<file path="src/rtl/adc_config_sequencer_if.sv">
// Host/stage-side signal bundle for adc_config_sequencer; the sequencer connects
// through the slave modport and the host side through the master modport.
interface adc_config_sequencer_if #(
  parameter int unsigned AW = 4
);
  logic          iStart;
  logic          iAbort;
  logic          iSkipHwReset;
  logic [AW:0]   iNumCmds;
  logic          iWrEn;
  logic [AW-1:0] iWrAddr;
  logic [23:0]   iWrData;
  logic          iAdcSdout;
  logic [7:0]    oAdcControlComm;
  logic [23:0]   oAdcSerialCmd;
  logic          oBusy;
  logic          oDone;
  logic [AW-1:0] oCmdIdx;
  logic          oWrReject;
  logic [15:0]   oReadback;

  modport master (
    output iStart, iAbort, iSkipHwReset, iNumCmds, iWrEn, iWrAddr, iWrData, iAdcSdout,
    input  oAdcControlComm, oAdcSerialCmd, oBusy, oDone, oCmdIdx, oWrReject, oReadback
  );

  modport slave (
    input  iStart, iAbort, iSkipHwReset, iNumCmds, iWrEn, iWrAddr, iWrData, iAdcSdout,
    output oAdcControlComm, oAdcSerialCmd, oBusy, oDone, oCmdIdx, oWrReject, oReadback
  );
endinterface

</file>
<file path="src/rtl/adc_config_sequencer.sv">
// Command-table sequencer driving the ADC control stage: HW reset, buffer/issue per entry, sync.
// Optional SDOUT readback capture is enabled by defining ADC_READBACK_EN.
module adc_config_sequencer #(
  parameter int unsigned DEPTH      = 16,
  parameter int unsigned AW         = 4,
  parameter int unsigned RESET_HOLD = 8,
  parameter int unsigned BUF_HOLD   = 2,
  parameter int unsigned SHIFT_HOLD = 28,
  parameter int unsigned GAP_HOLD   = 4,
  parameter int unsigned SYNC_HOLD  = 4
) (
  input logic               adc_sclk,
  input logic               iReset_n,
  adc_config_sequencer_if.slave bus
);

  localparam int unsigned CW = 16;

  typedef enum logic [2:0] {
    S_IDLE, S_HWRST, S_POSTRST, S_BUF, S_ISSUE, S_GAP, S_SYNC, S_FIN
  } state_t;

  state_t        state, state_nxt;
  logic [CW-1:0] cnt, cnt_nxt;
  logic [AW:0]   n_lat, n_nxt, n_start;
  logic [AW-1:0] idx, idx_nxt;
  logic [23:0]   tbl [DEPTH];
  logic [23:0]   cmd;
  logic [7:0]    comm;
  logic          done, wr_reject, busy, hold_end, last_entry, abort_now, start_now;
  logic [15:0]   readback;

  function automatic logic [CW-1:0] hold_of(input state_t s);
    case (s)
      S_HWRST:          hold_of = CW'(RESET_HOLD - 1);
      S_POSTRST, S_GAP: hold_of = CW'(GAP_HOLD - 1);
      S_BUF:            hold_of = CW'(BUF_HOLD - 1);
      S_ISSUE:          hold_of = CW'(SHIFT_HOLD - 1);
      S_SYNC:           hold_of = CW'(SYNC_HOLD - 1);
      default:          hold_of = '0;
    endcase
  endfunction

  function automatic logic [7:0] comm_of(input state_t s);
    case (s)
      S_HWRST: comm_of = 8'hFF;
      S_BUF:   comm_of = 8'h01;
      S_ISSUE: comm_of = 8'h02;
      S_SYNC:  comm_of = 8'h04;
      default: comm_of = 8'h00;
    endcase
  endfunction

  always_comb begin
    busy       = (state != S_IDLE);
    hold_end   = (cnt == '0);
    last_entry = ({1'b0, idx} == n_lat - 1'b1);
    abort_now  = busy && bus.iAbort;
    start_now  = !busy && bus.iStart && !bus.iAbort;
    n_start    = (bus.iNumCmds > (AW+1)'(DEPTH)) ? (AW+1)'(DEPTH) : bus.iNumCmds;
  end

  always_comb begin
    state_nxt = state;
    idx_nxt   = idx;
    n_nxt     = n_lat;
    if (abort_now) begin
      state_nxt = S_IDLE;
    end else begin
      case (state)
        S_IDLE: if (start_now) begin
          n_nxt     = n_start;
          idx_nxt   = '0;
          if (!bus.iSkipHwReset)  state_nxt = S_HWRST;
          else if (n_start == '0) state_nxt = S_SYNC;
          else                    state_nxt = S_BUF;
        end
        S_HWRST:   if (hold_end) state_nxt = S_POSTRST;
        S_POSTRST: if (hold_end) state_nxt = (n_lat == '0) ? S_SYNC : S_BUF;
        S_BUF:     if (hold_end) state_nxt = S_ISSUE;
        S_ISSUE:   if (hold_end) state_nxt = S_GAP;
        S_GAP: if (hold_end) begin
          if (last_entry) begin
            state_nxt = S_SYNC;
          end else begin
            idx_nxt   = idx + 1'b1;
            state_nxt = S_BUF;
          end
        end
        S_SYNC:    if (hold_end) state_nxt = S_FIN;
        S_FIN:     state_nxt = S_IDLE;
        default:   state_nxt = S_IDLE;
      endcase
    end
    // Reload on every entry; otherwise count down and park at zero (IDLE never leaves via count).
    if (state_nxt != state) cnt_nxt = hold_of(state_nxt);
    else if (hold_end)      cnt_nxt = cnt;
    else                    cnt_nxt = cnt - 1'b1;
  end

  always_ff @(posedge adc_sclk) begin
    if (!iReset_n) begin
      state     <= S_IDLE;
      cnt       <= '0;
      n_lat     <= '0;
      idx       <= '0;
      cmd       <= '0;
      comm      <= '0;
      done      <= 1'b0;
      wr_reject <= 1'b0;
    end else begin
      state     <= state_nxt;
      cnt       <= cnt_nxt;
      n_lat     <= n_nxt;
      idx       <= idx_nxt;
      comm      <= comm_of(state_nxt);
      wr_reject <= bus.iWrEn && busy;
      if (abort_now)
        cmd <= '0;
      else if (state_nxt == S_BUF && state != S_BUF)
        cmd <= tbl[idx_nxt];
      if (start_now)
        done <= 1'b0;
      else if (state == S_FIN && !bus.iAbort)
        done <= 1'b1;
    end
  end

  // Table is intentionally not cleared by reset.
  always_ff @(posedge adc_sclk) begin
    if (bus.iWrEn && !busy)
      tbl[bus.iWrAddr] <= bus.iWrData;
  end

`ifdef ADC_READBACK_EN
  logic [15:0] rb_shift;

  // Only the low 16 of the 24 shifted bits are ever published, so a 16-bit shifter suffices.
  always_ff @(posedge adc_sclk) begin
    if (!iReset_n) begin
      rb_shift <= '0;
      readback <= '0;
    end else begin
      if (state == S_ISSUE && cnt >= CW'(SHIFT_HOLD - 24))
        rb_shift <= {rb_shift[14:0], bus.iAdcSdout};
      if (state == S_ISSUE && state_nxt == S_GAP)
        readback <= rb_shift;
    end
  end
`else
  logic unused_sdout;
  always_comb begin
    unused_sdout = bus.iAdcSdout;
    readback     = '0;
  end
`endif

  assign bus.oAdcControlComm = comm;
  assign bus.oAdcSerialCmd   = cmd;
  assign bus.oBusy           = busy;
  assign bus.oDone           = done;
  assign bus.oCmdIdx         = idx;
  assign bus.oWrReject       = wr_reject;
  assign bus.oReadback       = readback;

endmodule
</file>
<file path="src/flat_wrapper.sv">
// flat-port wrapper written by rule: the top's interface ports become plain ports
module adc_config_sequencer_flat 
#(
  parameter int unsigned DEPTH      = 16,
  parameter int unsigned AW         = 4,
  parameter int unsigned RESET_HOLD = 8,
  parameter int unsigned BUF_HOLD   = 2,
  parameter int unsigned SHIFT_HOLD = 28,
  parameter int unsigned GAP_HOLD   = 4,
  parameter int unsigned SYNC_HOLD  = 4
)
  (adc_sclk, iReset_n, bus_iStart, bus_iAbort, bus_iSkipHwReset, bus_iNumCmds, bus_iWrEn, bus_iWrAddr, bus_iWrData, bus_iAdcSdout, bus_oAdcControlComm, bus_oAdcSerialCmd, bus_oBusy, bus_oDone, bus_oCmdIdx, bus_oWrReject, bus_oReadback);
  adc_config_sequencer_if #(.AW(AW)) bus_i ();
  input logic adc_sclk;
  input logic iReset_n;
  input wire logic [$bits(bus_i.iStart)-1:0] bus_iStart;
  input wire logic [$bits(bus_i.iAbort)-1:0] bus_iAbort;
  input wire logic [$bits(bus_i.iSkipHwReset)-1:0] bus_iSkipHwReset;
  input wire logic [$bits(bus_i.iNumCmds)-1:0] bus_iNumCmds;
  input wire logic [$bits(bus_i.iWrEn)-1:0] bus_iWrEn;
  input wire logic [$bits(bus_i.iWrAddr)-1:0] bus_iWrAddr;
  input wire logic [$bits(bus_i.iWrData)-1:0] bus_iWrData;
  input wire logic [$bits(bus_i.iAdcSdout)-1:0] bus_iAdcSdout;
  output wire logic [$bits(bus_i.oAdcControlComm)-1:0] bus_oAdcControlComm;
  output wire logic [$bits(bus_i.oAdcSerialCmd)-1:0] bus_oAdcSerialCmd;
  output wire logic [$bits(bus_i.oBusy)-1:0] bus_oBusy;
  output wire logic [$bits(bus_i.oDone)-1:0] bus_oDone;
  output wire logic [$bits(bus_i.oCmdIdx)-1:0] bus_oCmdIdx;
  output wire logic [$bits(bus_i.oWrReject)-1:0] bus_oWrReject;
  output wire logic [$bits(bus_i.oReadback)-1:0] bus_oReadback;
  assign bus_i.iStart = bus_iStart;
  assign bus_i.iAbort = bus_iAbort;
  assign bus_i.iSkipHwReset = bus_iSkipHwReset;
  assign bus_i.iNumCmds = bus_iNumCmds;
  assign bus_i.iWrEn = bus_iWrEn;
  assign bus_i.iWrAddr = bus_iWrAddr;
  assign bus_i.iWrData = bus_iWrData;
  assign bus_i.iAdcSdout = bus_iAdcSdout;
  assign bus_oAdcControlComm = bus_i.oAdcControlComm;
  assign bus_oAdcSerialCmd = bus_i.oAdcSerialCmd;
  assign bus_oBusy = bus_i.oBusy;
  assign bus_oDone = bus_i.oDone;
  assign bus_oCmdIdx = bus_i.oCmdIdx;
  assign bus_oWrReject = bus_i.oWrReject;
  assign bus_oReadback = bus_i.oReadback;
  adc_config_sequencer #(.DEPTH(DEPTH), .AW(AW), .RESET_HOLD(RESET_HOLD), .BUF_HOLD(BUF_HOLD), .SHIFT_HOLD(SHIFT_HOLD), .GAP_HOLD(GAP_HOLD), .SYNC_HOLD(SYNC_HOLD)) u_core (.adc_sclk(adc_sclk), .iReset_n(iReset_n), .bus(bus_i));
endmodule
</file>
<file path="config.mk">
export PLATFORM = sky130hd
export DESIGN_NAME = adc_config_sequencer_flat
export DESIGN_NICKNAME = d
export VERILOG_FILES = /design/src/rtl/adc_config_sequencer_if.sv /design/src/rtl/adc_config_sequencer.sv /design/src/flat_wrapper.sv
export SDC_FILE = /design/constraint.sdc
export NUM_CORES = 1
export LEC_CHECK = 0
export BUFFER_PORTS_ARGS = -buffer_cell sky130_fd_sc_hd__buf_2
export CAP_MARGIN = 20
export CORE_MARGIN = 10
export CORE_UTILIZATION = 45
export DETAILED_ROUTE_END_ITERATION = 12
export PLACE_DENSITY = 0.68
export SKIP_LAST_GASP = 1
export SLEW_MARGIN = 20
export SYNTH_ARGS = -nofsm -noshare
export SYNTH_HDL_FRONTEND = slang
export SYNTH_SLANG_ARGS = --single-unit
export TNS_END_PERCENT = 5
</file>
<file path="constraint.sdc">
create_clock -name adc_sclk -period 8.6 [get_ports adc_sclk]
set_input_delay 0 -clock adc_sclk [delete_from_list [all_inputs] [get_ports adc_sclk]]
set_output_delay 0 -clock adc_sclk [all_outputs]
set_load 0.1 [all_outputs]
</file>
After elaboration in Yosys (flattened, before gate mapping)
Memory sizes are Yosys's and may differ from the RTL's. A register that Yosys moved wholly into a read port is not among the register bits.
Index checks and enable logic that the tools add are counted.
{"block": "op_classes", "n_eq_ne": 17, "reduce_logical": 18, "n_bitwise": 2, "muxes": 25, "addsub": 3, "magnitude_cmp": 1}
{"operator": "$mux W3", "n": 12}
{"operator": "$mux W16", "n": 2}
{"operator": "$pmux W8 S4", "n": 1}
{"operator": "$pmux W3 S8", "n": 1}
{"operator": "$eq A3 B3 Y1 const B", "n": 7}
{"operator": "$pmux W5 S4", "n": 1}
{"operator": "$logic_not A16 Y1", "n": 1}
{"operator": "$mux W4", "n": 4}
{"operator": "$sub A16 B1 Y16 const B", "n": 1}
{"operator": "$eq A3 B2 Y1 const B", "n": 4}
{"operator": "$logic_not A5 Y1", "n": 2}
{"operator": "$pmux W4 S2", "n": 1}
{"operator": "$logic_and A1 B1 Y1", "n": 7}
{"operator": "$eq A3 B1 Y1 const B", "n": 2}
{"operator": "$eq A4 B5 Y1", "n": 1}
{"operator": "$gt A5 B5 Y1 const B", "n": 1}
{"operator": "$mux W5", "n": 1}
{"operator": "$sub A5 B1 Y5 const B", "n": 1}
{"operator": "$add A4 B1 Y4 const B", "n": 1}
{"operator": "$reduce_or A2 Y1", "n": 2}
{"operator": "$logic_not A3 Y1", "n": 1}
{"operator": "$ne A3 B2 Y1 const B", "n": 1}
{"operator": "$ne A3 B3 Y1", "n": 1}
{"operator": "$reduce_and A3 Y1", "n": 1}
{"operator": "other kinds (6)", "n": 9}
{"block": "totals", "memories": 1, "ramBits": 384, "input_bits": 40, "reg_bits": 38}
{"name": "u_core.tbl", "words": 16, "width": 24, "rd": 1, "rd_clocked_by_memory_dff": 1, "write_ports": 1, "line": "adc_config_sequencer.sv:27", "rtl": "logic [23:0] tbl [DEPTH];"}

Depth between registers and ports, before layout
{"block": "logic_depth", "word_depth": 12, "depth_mapped": 14}

Worst setup path before layout
OpenSTA, ideal clock, no wires.
{"block": "synth_path", "path_kind": "flip-flop to flip-flop", "startpoint": "reg u_core.idx[2], in the netlist u_core.bus.oCmdIdx[2]", "endpoint": "reg u_core.cmd[14], in the netlist u_core.bus.oAdcSerialCmd[14] (read register of u_core.tbl)", "path_slack_ns": 4.936, "path_stages_with_launch": 13, "period_less_slack_ns": 3.664, "n_path_buf": 4, "t_required_ns": 8.470, "t_arrival_ns": 3.534, "path_cell_list": "dfxtp_1 clkbuf_1 xnor2_1 a221oi_1 o2111ai_1 clkbuf_1 a31oi_1 nor2_1 buf_2 buf_2 mux2_2 o211ai_1 nand4_1"}
{"block": "synth_via", "elab_chain_len": 7, "elab_cells_between_ends": 13}
{"element": "from (decl)", "line": "adc_config_sequencer.sv:26", "rtl": "logic [AW-1:0] idx, idx_nxt;"}
{"element": "from (signal assigned)", "line": "adc_config_sequencer.sv:115", "rtl": "idx <= idx_nxt;"}
{"element": "$eq A4 B5 Y1", "line": "adc_config_sequencer.sv:57", "rtl": "last_entry = ({1'b0, idx} == n_lat - 1'b1);"}
{"element": "$mux W3", "line": "adc_config_sequencer.sv:83", "rtl": "if (last_entry) begin"}
{"element": "$mux W3", "line": "adc_config_sequencer.sv:82", "rtl": "S_GAP: if (hold_end) begin"}
{"element": "$pmux W3 S8", "line": "adc_config_sequencer.sv:70", "rtl": "case (state)"}
{"element": "$mux W3", "line": "adc_config_sequencer.sv:67", "rtl": "if (abort_now) begin"}
{"element": "$eq A3 B2 Y1", "line": "adc_config_sequencer.sv:120", "rtl": "else if (state_nxt == S_BUF && state != S_BUF)"}
{"element": "$logic_and A1 B1 Y1", "line": "adc_config_sequencer.sv:120"}
{"element": "to (decl)", "line": "adc_config_sequencer.sv:28", "rtl": "logic [23:0] cmd;"}
Parallel ways exist; a longest one is shown, timed or not.
A chain may end at the register's enable or synchronous reset.

Worst setup path after layout
{"block": "layout_path", "startpoint": "reg u_core.cnt[0]", "endpoint": "reg u_core.cmd[6], in the netlist u_core.bus.oAdcSerialCmd[6] (read register of u_core.tbl)"}
{"block": "layout_via", "elab_chain_len": 6, "elab_cells_between_ends": 14}
{"element": "from (decl)", "line": "adc_config_sequencer.sv:24", "rtl": "logic [CW-1:0] cnt, cnt_nxt;"}
{"element": "from (signal assigned)", "line": "adc_config_sequencer.sv:113", "rtl": "cnt <= cnt_nxt;"}
{"element": "$logic_not A16 Y1 *", "line": "adc_config_sequencer.sv:56", "rtl": "hold_end = (cnt == '0);"}
{"element": "$mux W3, or another cell as far along", "line": "adc_config_sequencer.sv:90", "rtl": "S_SYNC: if (hold_end) state_nxt = S_FIN;"}
{"element": "$pmux W3 S8", "line": "adc_config_sequencer.sv:70"}
{"element": "$mux W3", "line": "adc_config_sequencer.sv:67"}
{"element": "$eq A3 B2 Y1", "line": "adc_config_sequencer.sv:120"}
{"element": "$logic_and A1 B1 Y1", "line": "adc_config_sequencer.sv:120"}
Mark *: on every way between the ends. The rest lies on a longest branch, timed or not.

==> results.md <==
Placed design:
- The worst-case setup slack after placement is 3.41 ns.
- Summing all placed instances gives a cell area of 0.0190 mm^2.
- The number of buffers added on ports is 77.
- After legalization and detailed placement, the total HPWL measured 23,000 um.
- The global placer's final weighted congestion is 0.821.

Clock tree:
- The clock network latency to the later pin of the worst-skew pair is 0.58 ns.
- In this run the number of H-tree levels came out at 2.
- After clock tree synthesis, the clock-pin slew on the worst setup and hold paths is 0.06 ns.
- The deepest clock path buffer count is 3.
- The root buffer selected by CTS is clkbuf_16.
- Clock tree synthesis found a total of 442 sinks.
- Once the clock tree was built, the setup fixing pass inserted 0 buffers.
- The number of clock buffers added by TritonCTS is 45.
- TritonCTS built the clock tree.

Layout:
- The finished cells cover 0.0209 mm^2.
- The library cells used most frequently in the layout, excluding fill and tap cells, are edfxtp_1, nand3_1, buf_2.
- The fraction of layout cells with a size suffix above 1 is 19.6%.
- The filler cells instantiated in the layout total 3,338.
- The library cell used most frequently in the layout, excluding fill and tap cells, is edfxtp_1.
- The number of nets at the end of the flow is 1,418.
- The area growth from synthesis to final layout is 15.3%.

Global route:
- The final global-route overflow total is 0.
- The number of global-route vias before repair was 11,700.
- The first global-routing pass estimated 71,900 um of wire.
- Entering global routing, the biggest net connects 77 pins.
- The initial antenna violation count came to 1.
- The overall track demand over capacity in global routing is 18.6%.

Setup path:
- The worst path arrival time is 5.65 ns.
- The required time reported for the critical path endpoint is 9.03 ns.
- In this run the critical register-to-register path is launched from u_core.cnt[0].
- STA classifies the critical path endpoint as a flop.
- Of all nets on the critical path, the largest fanout is 75.
- In this run the critical register-to-register path is captured at u_core.bus.oAdcSerialCmd[6].
- The critical path in this run is classified as flop to flop.
- The setup slack of the worst register-to-register path is 3.38 ns.
- For the worst flop-to-flop path, the logic depth is 12.
- STA classifies the critical path startpoint as a flop.

Timing:
- Subtracting the final worst setup slack from the clock period gives 5.22 ns.
- Summed over all failing endpoints, the final setup total negative slack is 0 ns.
- For the pin with the worst max-slew slack, the measured transition is 1.15 ns.
- Of the available clock period, the critical path in the final layout requires 60.6%.
- The maximum operating frequency is 192 MHz.
- The worst pin sits at a relative slew slack of 23.1%.
- The final count of pins violating max slew is 0.
- The total setup violations reported at the end of the flow is 0.
- The tightest hold path in the finished design has a slack of 0.0397 ns.
- Across the routed clock network, the largest skew measured is 0.0299 ns.
- Across all setup checks in the final design, the least slack found is 3.38 ns.
- The number of hold violations in the final report is 0.
- Setup repair after global routing left no endpoint under its margin.

Synthesis:
- After synthesis the netlist holds a flip-flop and latch count of 442.
- Yosys attributes the largest share of cell area to edfxtp_1, dfxtp_1, mux2_2, o211ai_1, nand3_1.
- The main flop type after synthesis is edfxtp_1.
- The number of enable flip-flop cells after synthesis is 384.
- Of all flip-flops after synthesis, the portion carrying an async set or reset was 0%.
- Yosys printed 0 warnings.
- The top cell type by area accounts for 63.5% of the synthesized area.
- Summing every instance area after synthesis gives 0.0182 mm^2.
- Counting every instance in the synthesized netlist gives 1,287.
- The count of different cell masters after synthesis is 57.
- After synthesis, flip-flops and latches occupy 69.9% of the total area.
- The largest total area in the synthesized netlist belongs to edfxtp_1.
- Dividing the synthesized area by the synthesized cell count gives 14.1 um^2.

Die:
- In this run the standard cell core region covers 0.0398 mm^2.
- The floorplan has 73 rows.
- The floorplan step defined a die boundary enclosing 0.0488 mm^2.
- Once the floorplan was initialized, standard cells occupied 45.6% of the core.
- The vertical die dimension is 221 um.
- The number of ports placed on the die boundary is 95.
- The die span in x is 221 um.

Run:
- The count of maximum capacitance violations is 0.

Power and ir drop:
- The worst supply voltage drop on vdd is 0.196 mV.
- The total chip power is 5.19 mW.
- In this run the static leakage power is 7.24 nW.
- Power spread over the standard cell area amounts to 248 mW/mm^2.

Worst hold path:
- Counting instances, the worst hold path has a depth of 3.
- The endpoint of the worst hold-timing path is u_core.bus.oDone.
- The worst hold path startpoint is bus_iStart.
- The tightest min-delay check is of the input port to flop type.

Detailed routing:
- The initial detailed-routing violation count is 1,365.
- The post-detailed-route DRC marker count is 0.
- After detailed routing, the number of vias per cell comes to 6.02.
- Dividing the detail-routed wire length by the instance count gives 24.4 um.
- The final layout contains routed wiring with a total length of 47,300 um.
- In this run the remaining antenna-violating nets after routing total 0.
- Across all layers, the routed design uses 11,700 vias.
- The first detailed-routing pass took 6 iterations.

Status:
- The flow ran to the end, and the final reports show no timing, DRC or antenna violations.
## sequential cells by signal, summed over array words and instances, names as in the netlist
register / flops
u_core.n_lat: 5
u_core.cnt: 16
u_core.state: 3
u_core.tbl: 384
u_core.bus.oCmdIdx: 4
u_core.bus.oAdcSerialCmd: 24
u_core.bus.oDone: 1
u_core.bus.oWrReject: 1
u_core.bus.oAdcControlComm: 4
## synthesized netlist by cell type (all sizes together) (5+ instances only)
master	instances
a32oi	24
nand2	35
a21oi	20
nor3	15
nor2	43
xnor2	8
a21o	27
and2	29
inv	32
nand3b	6
dfxtp	58
and3	27
clkbuf	78
o21ai	75
edfxtp	384
nand3	107
xor2	9
nor4	5
buf	34
o211ai	72
mux2	73
a211o	24
or3	6
nand4	30
o221ai	24
## timing repair
action	4_1_cts	5_1_grt
hold buffers	40	0
resized for setup	0	0
hold endpoints to repair	419	0
## through the flow
stage               cells  utilization [%]
CTS                  1935             52.5
finish               1937             52.6
global placement     1812             47.8
detailed placement   1812             47.8
global route         1937             52.6
floorplan            1302                -
## cells by family after synthesis
group	synth area share, %
AOI/OAI and AO/OA	11.2
xor gates and xnor gates	0.820
adders and majority gates	0.207
buffers and inverters	3.58
DFF	69.9
muxes	4.73
other	0.0206
and+or+nand+nor	9.59
## area by class of cell
class	count	area (um^2)	area share, %
tap	525	657	3.14
antenna	1	2.50	0.0120
clock inverter	22	238	1.14
inverter	32	120	0.574
multi-input combinational	716	5030	24.0
timing repair buffer	138	967	4.62
clock buffer	61	1230	5.86
sequential	442	12700	60.6
## power by group
part           switching, mW  internal [mW]  total [mW]
Clock                  0.828           1.10        1.93
Combinational          0.564          0.228       0.791
Sequential            0.0501           2.42        2.47
Total                   1.44           3.74        5.19
## critical path: stages, from the launching register on
cell	delay, ns
dfxtp_1	0.34
inv_1	0.07
ha_1	0.17
or4b_4	0.50
or4_4	0.57
nor2_4	0.32
a31o_2	0.22
buf_4	0.75
nand2_2	0.88
buf_4	0.53
a211o_1	0.33
a32oi_1	0.20
nand4_1	0.13
## worst max path at each step
stage                          start                      endpoint  cells after the start
2_1_floorplan  u_core.bus.oCmdIdx[2]  u_core.bus.oAdcSerialCmd[14]                     12
3_3_place_gp           u_core.cnt[0]   u_core.bus.oAdcSerialCmd[3]                     12
3_5_place_dp           u_core.cnt[0]   u_core.bus.oAdcSerialCmd[1]                     12
4_1_cts                u_core.cnt[0]   u_core.bus.oAdcSerialCmd[6]                     12
5_1_grt              u_core.state[0]   u_core.bus.oAdcSerialCmd[1]                     10
6_report               u_core.cnt[0]   u_core.bus.oAdcSerialCmd[6]                     12
## per-layer routing
metal / up-vias / global-route usage (%) / wire [um]
met5: - / 0 / 0
met4: 0 / 5.66 / 1120
met3: 90 / 3.07 / 3540
met2: 516 / 30.9 / 22500
met1: 5883 / 24.7 / 20200
li1: 5179 / - / -
(Power assumes the default switching activity.)
